--- config.mk ---
export PLATFORM = sky130hd
export DESIGN_NAME = wb_stage
export DESIGN_NICKNAME = d
export VERILOG_FILES = /design/src/rtl/wb_stage.sv
export SDC_FILE = /design/constraint.sdc
export NUM_CORES = 1
export LEC_CHECK = 0
export CORE_ASPECT_RATIO = 1.2
export CORE_MARGIN = 2
export CORE_UTILIZATION = 35
export CTS_CLUSTER_DIAMETER = 40
export CTS_CLUSTER_SIZE = 16
export DETAILED_ROUTE_END_ITERATION = 12
export PLACE_DENSITY = 0.71
export SYNTH_ARGS = -nofsm -noshare
export SYNTH_HDL_FRONTEND = slang
export SYNTH_SLANG_ARGS = --single-unit
--- constraint.sdc ---
create_clock -name Clk -period 2.2 [get_ports Clk]
set_input_delay 0.44 -clock Clk [delete_from_list [all_inputs] [get_ports Clk]]
set_output_delay 0.44 -clock Clk [all_outputs]
set_load 0.02 [all_outputs]
--- src/rtl/wb_stage.sv ---
// Write-back stage: MEM/WB register, load extension, write-back mux, retire counter.
// Define WB_BYPASS_EN to forward the W-stage write into the D-stage read data.
module wb_stage #(
  parameter logic [31:0] RESET_PC8 = 32'h0000_3008
) (
  input  logic        Clk,
  input  logic        Rst_n,
  input  logic        En,
  input  logic        Clr,
  input  logic        Valid_M,
  input  logic        RegWrite_M,
  input  logic [4:0]  A3_M,
  input  logic [1:0]  WBSel_M,
  input  logic [2:0]  LdType_M,
  input  logic [1:0]  ByteOff_M,
  input  logic [31:0] ALUOut_M,
  input  logic [31:0] DMRD_M,
  input  logic [31:0] PC8_M,
  output logic        RF_We,
  output logic [4:0]  RF_A3,
  output logic [31:0] RF_WD,
  output logic        Fwd_Valid_W,
  output logic [4:0]  Fwd_A3_W,
  output logic [31:0] Fwd_WD_W,
  input  logic [4:0]  A1_D,
  input  logic [4:0]  A2_D,
  input  logic [31:0] RF_RD1,
  input  logic [31:0] RF_RD2,
  output logic [31:0] RD1_D,
  output logic [31:0] RD2_D,
  output logic [31:0] Retire_Cnt
);

  typedef struct packed {
    logic        valid;
    logic        regwrite;
    logic [4:0]  a3;
    logic [1:0]  wbsel;
    logic [2:0]  ldtype;
    logic [1:0]  byteoff;
    logic [31:0] aluout;
    logic [31:0] dmrd;
    logic [31:0] pc8;
  } w_reg_t;

  w_reg_t w, w_next;
  logic [31:0] cnt;
  logic [7:0]  ld_byte;
  logic [15:0] ld_half;
  logic [31:0] ld_data;

  always_comb begin
    w_next = '{valid: Valid_M, regwrite: RegWrite_M, a3: A3_M, wbsel: WBSel_M,
               ldtype: LdType_M, byteoff: ByteOff_M, aluout: ALUOut_M,
               dmrd: DMRD_M, pc8: PC8_M};
  end

  always_ff @(posedge Clk or negedge Rst_n) begin
    if (!Rst_n) begin
      w     <= '0;
      w.pc8 <= RESET_PC8;
    end else if (Clr) begin
      w <= '0;
    end else if (En) begin
      w <= w_next;
    end
  end

  // An instruction retires when it leaves W, either advanced or flushed.
  always_ff @(posedge Clk or negedge Rst_n) begin
    if (!Rst_n)                 cnt <= '0;
    else if (w.valid && (En || Clr)) cnt <= cnt + 32'd1;
  end

  always_comb begin
    ld_byte = w.dmrd[8*w.byteoff +: 8];
    ld_half = w.byteoff[1] ? w.dmrd[31:16] : w.dmrd[15:0];
    case (w.ldtype)
      3'd1:    ld_data = {24'd0, ld_byte};
      3'd2:    ld_data = {{24{ld_byte[7]}}, ld_byte};
      3'd3:    ld_data = {16'd0, ld_half};
      3'd4:    ld_data = {{16{ld_half[15]}}, ld_half};
      default: ld_data = w.dmrd;
    endcase
  end

  always_comb begin
    case (w.wbsel)
      2'd1:    RF_WD = ld_data;
      2'd2:    RF_WD = w.pc8;
      default: RF_WD = w.aluout;
    endcase
  end

  assign RF_We       = w.valid & w.regwrite & (w.a3 != 5'd0);
  assign RF_A3       = w.a3;
  assign Fwd_Valid_W = RF_We;
  assign Fwd_A3_W    = RF_A3;
  assign Fwd_WD_W    = RF_WD;
  assign Retire_Cnt  = cnt;

`ifdef WB_BYPASS_EN
  assign RD1_D = (RF_We && (A1_D == RF_A3)) ? RF_WD : RF_RD1;
  assign RD2_D = (RF_We && (A2_D == RF_A3)) ? RF_WD : RF_RD2;
`else
  logic unused_d;
  assign unused_d = ^{A1_D, A2_D};
  assign RD1_D    = RF_RD1;
  assign RD2_D    = RF_RD2;
`endif

endmodule
==> After elaboration in Yosys (flattened, before gate mapping) <==
Index checks and enable logic that the tools add are counted.
{ "word_totals": {"in_bits": 188, "word_cells": 29, "reg_bits": 142, "out_inout_bits": 172} }
{ "classes": {"shift": 1, "eq_ne": 6, "add_sub_neg": 1, "bitwise": 2, "n_reduce_logical": 4, "n_mux": 5} }
{ "op_table": {"columns": ["operator", "n"], "rows": [
  ["$mux 110", 2],
  ["$pmux 32 s4", 1],
  ["$pmux 32 s2", 1],
  ["$add 32x1->32 const B", 1],
  ["$shiftx 32x6->8", 1],
  ["$mux 16", 1],
  ["$eq 3x2->1 const B", 2],
  ["$reduce_bool 5->1", 1],
  ["$eq 3x1->1 const B", 1],
  ["$eq 3x3->1 const B", 1],
  ["$and 1x1->1", 2],
  ["$eq 2x1->1 const B", 1],
  ["$eq 2x2->1 const B", 1],
  ["$reduce_bool 2->1", 1],
  ["$logic_and 1x1->1", 1],
  ["$logic_or 1x1->1", 1]
]} }

==> Longest topological paths before layout <==
Gate-level depths: netlist (run 1).
{ "depth": {"ltp_word": 3, "ltp_mapped": 10, "mapped_depth_nobuf": 6} }

==> Worst setup path before layout (run 1) <==
No wires, ideal clock.
{ "synth_path": {"kind": "reg-to-output", "start": "register w[101] in the netlist's numbering", "end": "output RF_WD[6]", "stages_incl_launch_ff": 9, "t_arrival_ns": 2.181, "setup_slack_ns": -0.421, "cell_sequence": "dfrtp_1 -> inv_1 -> ha_1 -> clkbuf_1 -> clkbuf_1 -> a21o_1 -> a211oi_1 -> a221oi_1 -> buf_4"} }
{ "synth_via": {"elab_chain_cells": 2} }
{ "synth_rtl": {"columns": ["element", "line_no", "rtl"], "rows": [
  ["start, declared", "46", "w_reg_t w, w_next;"],
  ["start signal, assigned", "65", "w <= w_next;"],
  ["$eq 2x2->1 or $eq 2x1->1 (tied branches)", "88", "case (w.wbsel)"],
  ["$pmux 32 s2 (*)", "88", null],
  ["end, declared", "21", "output logic [31:0] RF_WD,"]
]} }
Mark *: on every way between the ends. The rest lies on a longest branch, timed or not.

==> Final worst setup path (run 1) <==
{ "layout_path": {"start": "register w[96] in the netlist's numbering", "end": "output Fwd_WD_W[21]"} }
{ "layout_via": {"elab_chain_cells": 3} }
{ "layout_rtl": {"columns": ["element", "line_no", "rtl"], "rows": [
  ["$shiftx 32x6->8", "76", "ld_byte = w.dmrd[8*w.byteoff +: 8];"],
  ["$pmux 32 s4", "78", "case (w.ldtype)"],
  ["$pmux 32 s2", "88", null],
  ["end, declared", "24", "output logic [31:0] Fwd_WD_W,"]
]} }
No other way between the ends.

==> results.toml, run 1 <==
[logic_synthesis]
yosys_most_used_dff = "dfrtp_1"
yosysTopAreaCell = "dfrtp_1"
synth_area_um2 = 8160
synth.distinct_cells = 51
synth-seq-cells = 142
synth_fa_ha_area_share_pct = 0.582
netlist.area_leader.share_pct = 42.6
synth-edff-count = 0
synth_top_family_by_area = "multiplexers"
avgSynthCellArea_um2 = 9.78
yosys.area_share.simple_pct = 14.6
synth_compound_area_share_pct = 9.60
synth-warning-count = 0
async_reset_ff_share_pct = 100
muxShareOfSynthArea_pct = 14.9
syn_nets = 1026
yosysSeqAreaShare_pct = 43.6
synthCells = 835
synthXorXnorAreaFrac_pct = 3.43
synth.area.top_cells = "dfrtp_1, mux2i_1, buf_4"

[global_route]
grtUsageTotal_pct = 20.4
grt-ovfl-total = 0
grt_start_max_net_pins = 111
grt_pass1_vias = 6924
grt_pass1_wl_um = 38300
antenna_found_initial = 4

[die]
start_util_pct = 35.4
rows = 61
core_um2 = 23000
die_h_um = 171
fp.dieW_um = 143
die_area_um2 = 24600
io_pins = 360

[timing]
rsz0062_at_grt = "true"
setup_viol = 64
layout_min_cycle_time_ps = 2550
setup_slack_ps = -347
hold_viol = 0
slew_viol_final = 0
timing.fmax_ghz = 0.393
slew_headroom_pct = 42.6
tns_ps = -18170
tightestPinTransition_ps = 862
fin_worst_skew_ps = 8.97
finalCritPeriodShare_pct = 116

[critical_path]
crit_fanout = 11
required_ps = 1760
ff2ff_path_depth = 4
worst_setup_path_end_kind = "primary output"
worst_setup_path_start_kind = "flop"
worstSetupPathType = "flop to primary output"
arrival_ps = 2110

[power_and_ir_drop]
vdd_drop_max_mv = 0.507
power_per_cell_area_nw_per_um2 = 650
p_leak_nw = 5.33

[clocking]
root_buffer = "clkbuf_16"
cts_max_path_buffers = 2
cts_made_buffers = 17
cts_sinks = 142
cts_tree = "built"
h-tree-depth = 4
clock_latency_ps = 430
path_clk_slew_ps = 70

[layout]
fin_nets = 1204
multiInputGateArea_um2 = 4300
drive_gt1_share_pct = 29.9
syn_to_final_growth_pct = 48.3
final_cell_mix = "clkdlybuf4s50_1, dfrtp_1, nor2_1"
fillers = 2088
seq_area_um2 = 3560
final_common_cell = "clkdlybuf4s50_1"

[routing]
drt-total-wl_um = 25400
initialDrtViolationCount = 342
num_vias = 6751
vias_per_cell = 5.03
routedWlPerCell_um = 18.9
drtPass1Iterations = 5
route.detailed.drc = 0
final_antenna_net_count = 0

[run_status]
violations = "setup timing"
outcome = "complete, but fails checks"

[placement]
portBuffers = 221
place_congestion = 0.879
hpwl_um = 17900
place_ws_ps = -396

[min_path]
hp-class = "input port to flop"
min_path_cells = 3

[run]
drv_cap = 0
==> worst max-delay path, stage by stage, from the launching register on <==
cell	delay, ps
dfrtp_2	440
mux2i_2	290
nand4_2	120
buf_4	170
nand4_4	80
buf_12	180
buf_4	140
o221ai_4	90
buf_4	170
==> area by class of cell <==
class / instances / share of cell area [%]
inverter: 14 / 0.434
clock inverter: 14 / 1.17
antenna: 2 / 0.0414
timing repair buffer: 317 / 26.5
clock buffer: 18 / 3.63
sequential: 142 / 29.4
multi-input combinational: 521 / 35.5
tap: 315 / 3.26
==> synth_stat cells, types with 7 or more instances <==
library cell,n
a211oi_1,10
nand3_1,13
o221ai_1,16
buf_4,110
xnor2_1,28
inv_1,13
buf_2,25
dfrtp_1,139
a221oi_1,8
nor2b_1,9
a21o_1,7
nor2_1,139
o21bai_1,8
nand2_1,52
nand4_1,13
o2111ai_1,7
o21ai_0,11
clkbuf_1,23
a21oi_1,18
a31oi_1,15
mux2i_1,120
==> registers in the layout, indices dropped and copies added (netlist names) <==
signal      count
Fwd_A3_W        5
Retire_Cnt     32
w             105
==> stage by stage <==
step                      power [mW]  instances  hold slack (ps)  cell area [um^2]  utilization [%]
final                           7.87       1343              474             12100             52.5
after floorplan                 4.14        835              144              8540                -
after CTS                       7.82       1335              446             11700             50.8
after global placement          4.80       1290              412             10800             46.7
after global routing            8.24       1343              475             12100             52.5
after detailed placement        4.83       1290              421             10800             46.7
==> report_power, final <==
part	total [mW]	switching, mW	leakage (nW)	internal (mW)
clock	2.84	1.30	0.285	1.54
combinational	2.09	1.06	3.17	1.04
sequential	2.94	0.170	1.88	2.77
==> what timing repair did <==
item / in CTS / in global routing
hold buffers: 1 / 0
gates cloned: 1 / 2
pin swaps: 15 / 17
gates resized for setup: 415 / 64
setup buffers: 11 / 4
hold endpoints to repair: 40 / 0
setup endpoints to repair: 66 / 64
==> per-layer routing <==
layer	global-route usage, %	share of wire [%]	routed length (um)	up-vias
met1	24.4	40	10100	3352
met5	0	0.11	27	-
met2	34.8	52	13100	198
met3	4.65	5.5	1400	40
li1	-	-	-	3157
met4	9.63	2.9	731	4
==> cell families (layout without fill, tap and decap cells) <==
family                     count (synthesis)  after routing
adders and majority gates                  4              4
AOI/OAI and AO/OA                        110            110
muxes                                    121            121
and+or+nand+nor                          254            254
DFF                                      142            142
buffers and inverters                    172            363
xor gates and xnor gates                  32             32
other                                      0              2
==> final timing paths <==
kind	start	to	slack, ps
worst min-delay path	En	Retire_Cnt[2]	470
worst max-delay path	w[96]	Fwd_WD_W[21]	-350
max in group asynchronous	Rst_n	w[12]	1000
worst min register to register	Retire_Cnt[31]	Retire_Cnt[31]	480
min in group asynchronous	Rst_n	w[65]	520
worst max register to register	Retire_Cnt[4]	Retire_Cnt[20]	400
(Power assumes the default switching activity.)
==> run 2, diff against run 1 <==
==> config.mk (replaced) <==
export PLATFORM = sky130hd
export DESIGN_NAME = wb_stage
export DESIGN_NICKNAME = d
export VERILOG_FILES = /design/src/rtl/wb_stage.sv
export SDC_FILE = /design/constraint.sdc
export NUM_CORES = 1
export LEC_CHECK = 0
export CORE_AREA = 2 2 141 143
export CTS_CLUSTER_DIAMETER = 40
export CTS_CLUSTER_SIZE = 16
export DETAILED_ROUTE_END_ITERATION = 12
export DIE_AREA = 0 0 143 145
export DONT_BUFFER_PORTS = 1
export SYNTH_ARGS = -nofsm -noshare
export SYNTH_HDL_FRONTEND = slang
export SYNTH_SLANG_ARGS = --single-unit
export TNS_END_PERCENT = 5
==> run 2 against run 1 <==
The run ends with hold timing, setup timing left. Total power decreased by 6.1%. Sequential share of layout area increased by 8.1 points. Clock-buffer cell count decreased by 1. Global-route usage increased by 0.89 points. Wire length decreased by 12%. Hold slack got worse by 760 ps. Clock power increased by 9.9%. Cell count decreased by 22%. Largest power group is now the clock network.
==> results.toml, run 2 (same netlist as run 1, synthesis figures left out) <==
[run_status]
outcome = "complete, but fails checks"
violations = "hold timing, setup timing"

[timing]
layout_min_cycle_time_ps = 2520
whs_ps = -284
tightestPinTransition_ps = 530
setup_viol = 64
slew_headroom_pct = 64.4
setup_slack_ps = -318
rsz0062_at_grt = "true"
finalCritPeriodShare_pct = 114
fin_worst_skew_ps = 9.76
slew_viol_final = 0
hold_viol = 140
timing.fmax_ghz = 0.397

[layout]
drive_gt1_share_pct = 24.1
multiInputGateArea_um2 = 3940
fin_util_pct = 49.4
antenna_cells = 0
fin_nets = 966
regMostFlops = "w"
seq_area_um2 = 3560
stdcell_count = 1053
largest_reg_flops = 105
syn_to_final_growth_pct = 16.2
final_area_um2 = 9490
fillers = 1746
final_cell_mix = "dfrtp_1, nor2_1, mux2i_1"

[clocking]
path_clk_slew_ps = 70
clock_latency_ps = 430
cts_max_path_buffers = 2
cts_tree = "built"
h-tree-depth = 4
root_buffer = "clkbuf_16"
cts_made_buffers = 17
cts_sinks = 142

[critical_path]
worstSetupPathType = "flop to primary output"
arrival_ps = 2080
max_stage_delay_ps = 470
required_ps = 1760
crit_fanout = 11
crit_slowest_cell = "dfrtp_2"
worstPathCellList = "buf_12 > mux2i_2 > o2111ai_1 > a31oi_1 > a221oi_2 > buf_4"
worst_setup_path_start_kind = "flop"
worst-path-buf-inv = 2
worst_setup_path_end_kind = "primary output"
cp_top_family = "compound AO/OA/AOI/OAI gates"

[run]
drv_cap = 0

[routing]
final_antenna_net_count = 0
drtPass1Iterations = 5
drt-total-wl_um = 22400
vias_per_cell = 5.55
num_vias = 5846
route.detailed.drc = 0
routedWlPerCell_um = 21.3
initialDrtViolationCount = 339

[global_route]
grt_start_max_net_pins = 143
grt-ovfl-total = 0
grt_pass1_vias = 5890
grt_pass1_wl_um = 33900
grtUsageTotal_pct = 21.3
antenna_found_initial = 0

[placement]
place_congestion = 0.901
portBuffers = 0
dp_cells = 1010
postPlaceCellArea_um2 = 8530
hpwl_um = 15400
place_ws_ps = 11.9

[die]
core_um2 = 19200
die_area_um2 = 20700
rows = 51
fp.dieW_um = 143
die_h_um = 145
start_util_pct = 42.5
io_pins = 360

[power_and_ir_drop]
power_per_cell_area_nw_per_um2 = 779
vdd_drop_max_mv = 0.493
power_mw = 7.39
p_leak_nw = 4.26

[min_path]
hp-class = "input port to asynchronous set/reset pin"
## run 2: cell types whose count changed in the layout (fill, tap and decap cells not counted), moves of 6 or more
cell	change
a31oi_1	+6
buf_12	+9
buf_4	-35
buf_6	-55
clkdlybuf4s50_1	-152
nor2_1	+10
nor2_4	-12
## run 2: layer usage
metal / GRT usage [%] / share of wire (%) / vias to the layer above
li1: - / - / 2675
met1: 26.9 / 41 / 2891
met2: 34.3 / 49 / 226
met3: 5.78 / 6.7 / 54
met4: 9.01 / 3.1 / 0
met5: 0 / 0 / -
## run 2: path summary, 6_finish.rpt
path | from | endpoint | slack (ps) | depth (start not counted)
max | w[97] | Fwd_WD_W[4] | -320 | 6
min | Rst_n | w[10] | -280 | 0
max reg2reg | Retire_Cnt[4] | Retire_Cnt[20] | 300 | 4
min reg2reg | w[88] | w[88] | 530 | 2
max in group asynchronous | Rst_n | w[3] | 2110 | 0
min in group Clk | Clr | w[87] | 100 | 1
## run 2: power by group
| part | switching [mW] | internal (mW) |
|---|---|---|
| Sequential | 0.240 | 2.77 |
| Combinational | 0.692 | 0.580 |
| Clock | 1.35 | 1.76 |
## run 2: stage by stage
| stage | hold slack, ps | TNS (ps) |
|---|---|---|
| final | -284 | -17550 |
| after global routing | -305 | -23920 |
| after CTS | -315 | -19310 |
| after detailed placement | 150 | 0 |
| after global placement | 150 | 0 |
| after floorplan | 144 | -1190 |
## run 2: repair_timing
item                                    4_1_cts  5_1_grt
endpoints found under the setup margin       64       64
resized for setup                            29       17
pin swaps                                     5        7
gates cloned                                  1        2
buffers inserted                              4        4
endpoints found under the hold margin       142      142
## run 2: layout make-up
cell class	instances	share of cell area [%]
clock buffer	17	4.48
clock inverter	15	2.30
inverter	14	0.554
multi-input combinational	521	41.6
sequential	142	37.6
tap	265	3.50
timing repair buffer	79	10.1
==> run 3, diff against run 2 <==
--- a/config.mk
+++ b/config.mk
@@ -5,12 +5,17 @@
 export SDC_FILE = /design/constraint.sdc
 export NUM_CORES = 1
 export LEC_CHECK = 0
-export CORE_AREA = 2 2 141 143
+export CELL_PAD_IN_SITES_DETAIL_PLACEMENT = 0
+export CELL_PAD_IN_SITES_GLOBAL_PLACEMENT = 1
+export CORE_ASPECT_RATIO = 1.2
+export CORE_MARGIN = 2
+export CORE_UTILIZATION = 42
 export CTS_CLUSTER_DIAMETER = 40
 export CTS_CLUSTER_SIZE = 16
 export DETAILED_ROUTE_END_ITERATION = 12
-export DIE_AREA = 0 0 143 145
 export DONT_BUFFER_PORTS = 1
+export GPL_TIMING_DRIVEN = 0
+export PLACE_DENSITY_LB_ADDON = 0.1
 export SYNTH_ARGS = -nofsm -noshare
 export SYNTH_HDL_FRONTEND = slang
 export SYNTH_SLANG_ARGS = --single-unit
==> run 3 against run 2 <==
Clock skew shrank 5.3 ps. The flow still finishes with violations (hold timing, setup timing). Register-to-register slack lost 60 ps. First-iteration DRC count fell by 0.88%. Design area up 7.6%. Critical endpoint is now RF_WD[11].
==> results.toml, run 3 (same netlist as run 1, synthesis figures left out) <==
[power_and_ir_drop]
vdd_drop_max_mv = 0.507
power_mw = 7.59
p_leak_nw = 4.64
power_per_cell_area_nw_per_um2 = 743

[layout]
seq_area_um2 = 3560
antenna_cells = 0
fillers = 1740
syn_to_final_growth_pct = 25.1
multiInputGateArea_um2 = 4240
largest_reg_flops = 105
drive_gt1_share_pct = 32.3
fin_nets = 1060
final_cell_mix = "dfrtp_1, nor2_1, mux2i_1"
regMostFlops = "w"
final_common_cell = "dfrtp_1"

[clocking]
cts_made_buffers = 17
cts_max_path_buffers = 2
cts_sinks = 142
clock_latency_ps = 420
root_buffer = "clkbuf_16"
cts_tree = "built"
path_clk_slew_ps = 60
h-tree-depth = 4

[critical_path]
crit_slowest_cell = "or3b_1"
cp_top_family = "buffers and inverters"
worstSetupPathType = "flop to primary output"
worst_setup_path_start_kind = "flop"
required_ps = 1760
cp_common_cell = "buf_6"
worst_setup_path_end_kind = "primary output"
worstPathCellList = "buf_6 > or3b_1 > buf_6 > buf_6 > a21oi_2 > a31oi_1 > o21ai_2 > buf_6"
crit_fanout = 8
r2r_start = "Retire_Cnt[0]"
max_stage_delay_ps = 390
worst-path-buf-inv = 4
startpoint = "w[99]"
arrival_ps = 2320

[routing]
initialDrtViolationCount = 336
drt-total-wl_um = 24700
route.detailed.drc = 0
num_vias = 6168
final_antenna_net_count = 0
vias_per_cell = 5.42
routedWlPerCell_um = 21.7
drtPass1Iterations = 5

[placement]
place_congestion = 0.901
place_ws_ps = -462
hpwl_um = 19000
portBuffers = 0

[die]
rows = 55
fp.dieW_um = 131
die_area_um2 = 20600
core_um2 = 19000
start_util_pct = 43.0
die_h_um = 157
io_pins = 360

[timing]
layout_min_cycle_time_ps = 2760
whs_ps = -288
rsz0062_at_grt = "true"
slew_viol_final = 0
setup_slack_ps = -560
tightestPinTransition_ps = 794
setup_viol = 64
tns_ps = -24590
fin_worst_skew_ps = 4.46
finalCritPeriodShare_pct = 125
hold_viol = 142
slew_headroom_pct = 47.1
timing.fmax_ghz = 0.362

[global_route]
antenna_found_initial = 0
grtUsageTotal_pct = 23.8
grt-ovfl-total = 0
grt_start_max_net_pins = 143
grt_pass1_wl_um = 37300
grt_pass1_vias = 6200

[run]
drv_cap = 0

[run_status]
violations = "hold timing, setup timing"
outcome = "complete, but fails checks"

[min_path]
hp-class = "input port to asynchronous set/reset pin"
-- run 3: per-layer routing --
layer  up-vias  wire [um]  GRT usage (%)
li1       2859          -              -
met1      3007       9530           27.8
met2       269      12600           41.5
met3        33       1970           7.84
met4         0        559           7.56
met5         -          0              0
-- run 3: final cells by class --
cell class	instances	share of cell area, %
Buffer	157	12.6
Clock buffer	19	4.24
Clock inverter	13	1.62
Inverter	14	0.515
Multi-Input combinational cell	521	41.5
Sequential cell	142	34.9
Tap cell	256	3.14
Timing Repair Buffer	16	1.51
-- run 3: timing repair --
action / in CTS / in global routing
endpoints found under the hold margin: 142 / 142
endpoints found under the setup margin: 66 / 65
gates resized for setup: 106 / 22
cloned: 0 / 1
buffers inserted: 10 / 5
pin swaps: 22 / 16
-- run 3: through the flow --
step | cells | area (um^2) | hold slack [ps] | util, %
2_1_floorplan | 835 | 8510 | 144 | -
3_3_place_gp | 1091 | 8830 | 154 | 46.5
3_5_place_dp | 1091 | 8830 | 154 | 46.5
4_1_cts | 1132 | 10000 | -300 | 52.9
5_1_grt | 1138 | 10200 | -306 | 53.7
6_report | 1138 | 10200 | -288 | 53.7
-- run 3: path summary, 6_finish.rpt --
| path | end | slack [ps] | cells past startpoint |
|---|---|---|---|
| min in group Clk | w[5] | 170 | 2 |
| hold reg to reg | w[92] | 520 | 2 |
| hold / removal | w[0] | -290 | 0 |
| setup reg to reg | Retire_Cnt[28] | 240 | 5 |
| setup / recovery | RF_WD[11] | -560 | 8 |
| max in group asynchronous | w[3] | 2290 | 0 |
-- run 3: report_power, final --
group / internal, mW / switching (mW)
registers: 2.77 / 0.230
logic: 0.666 / 0.959
clock network: 1.79 / 1.18
-- run 3: worst register-to-register path, stage by stage (launching register included) --
cell and delay, ps:
dfrtp_1 550, ha_1 230, o211ai_2 170, nor4_2 530, nand4_1 180, xnor2_1 170
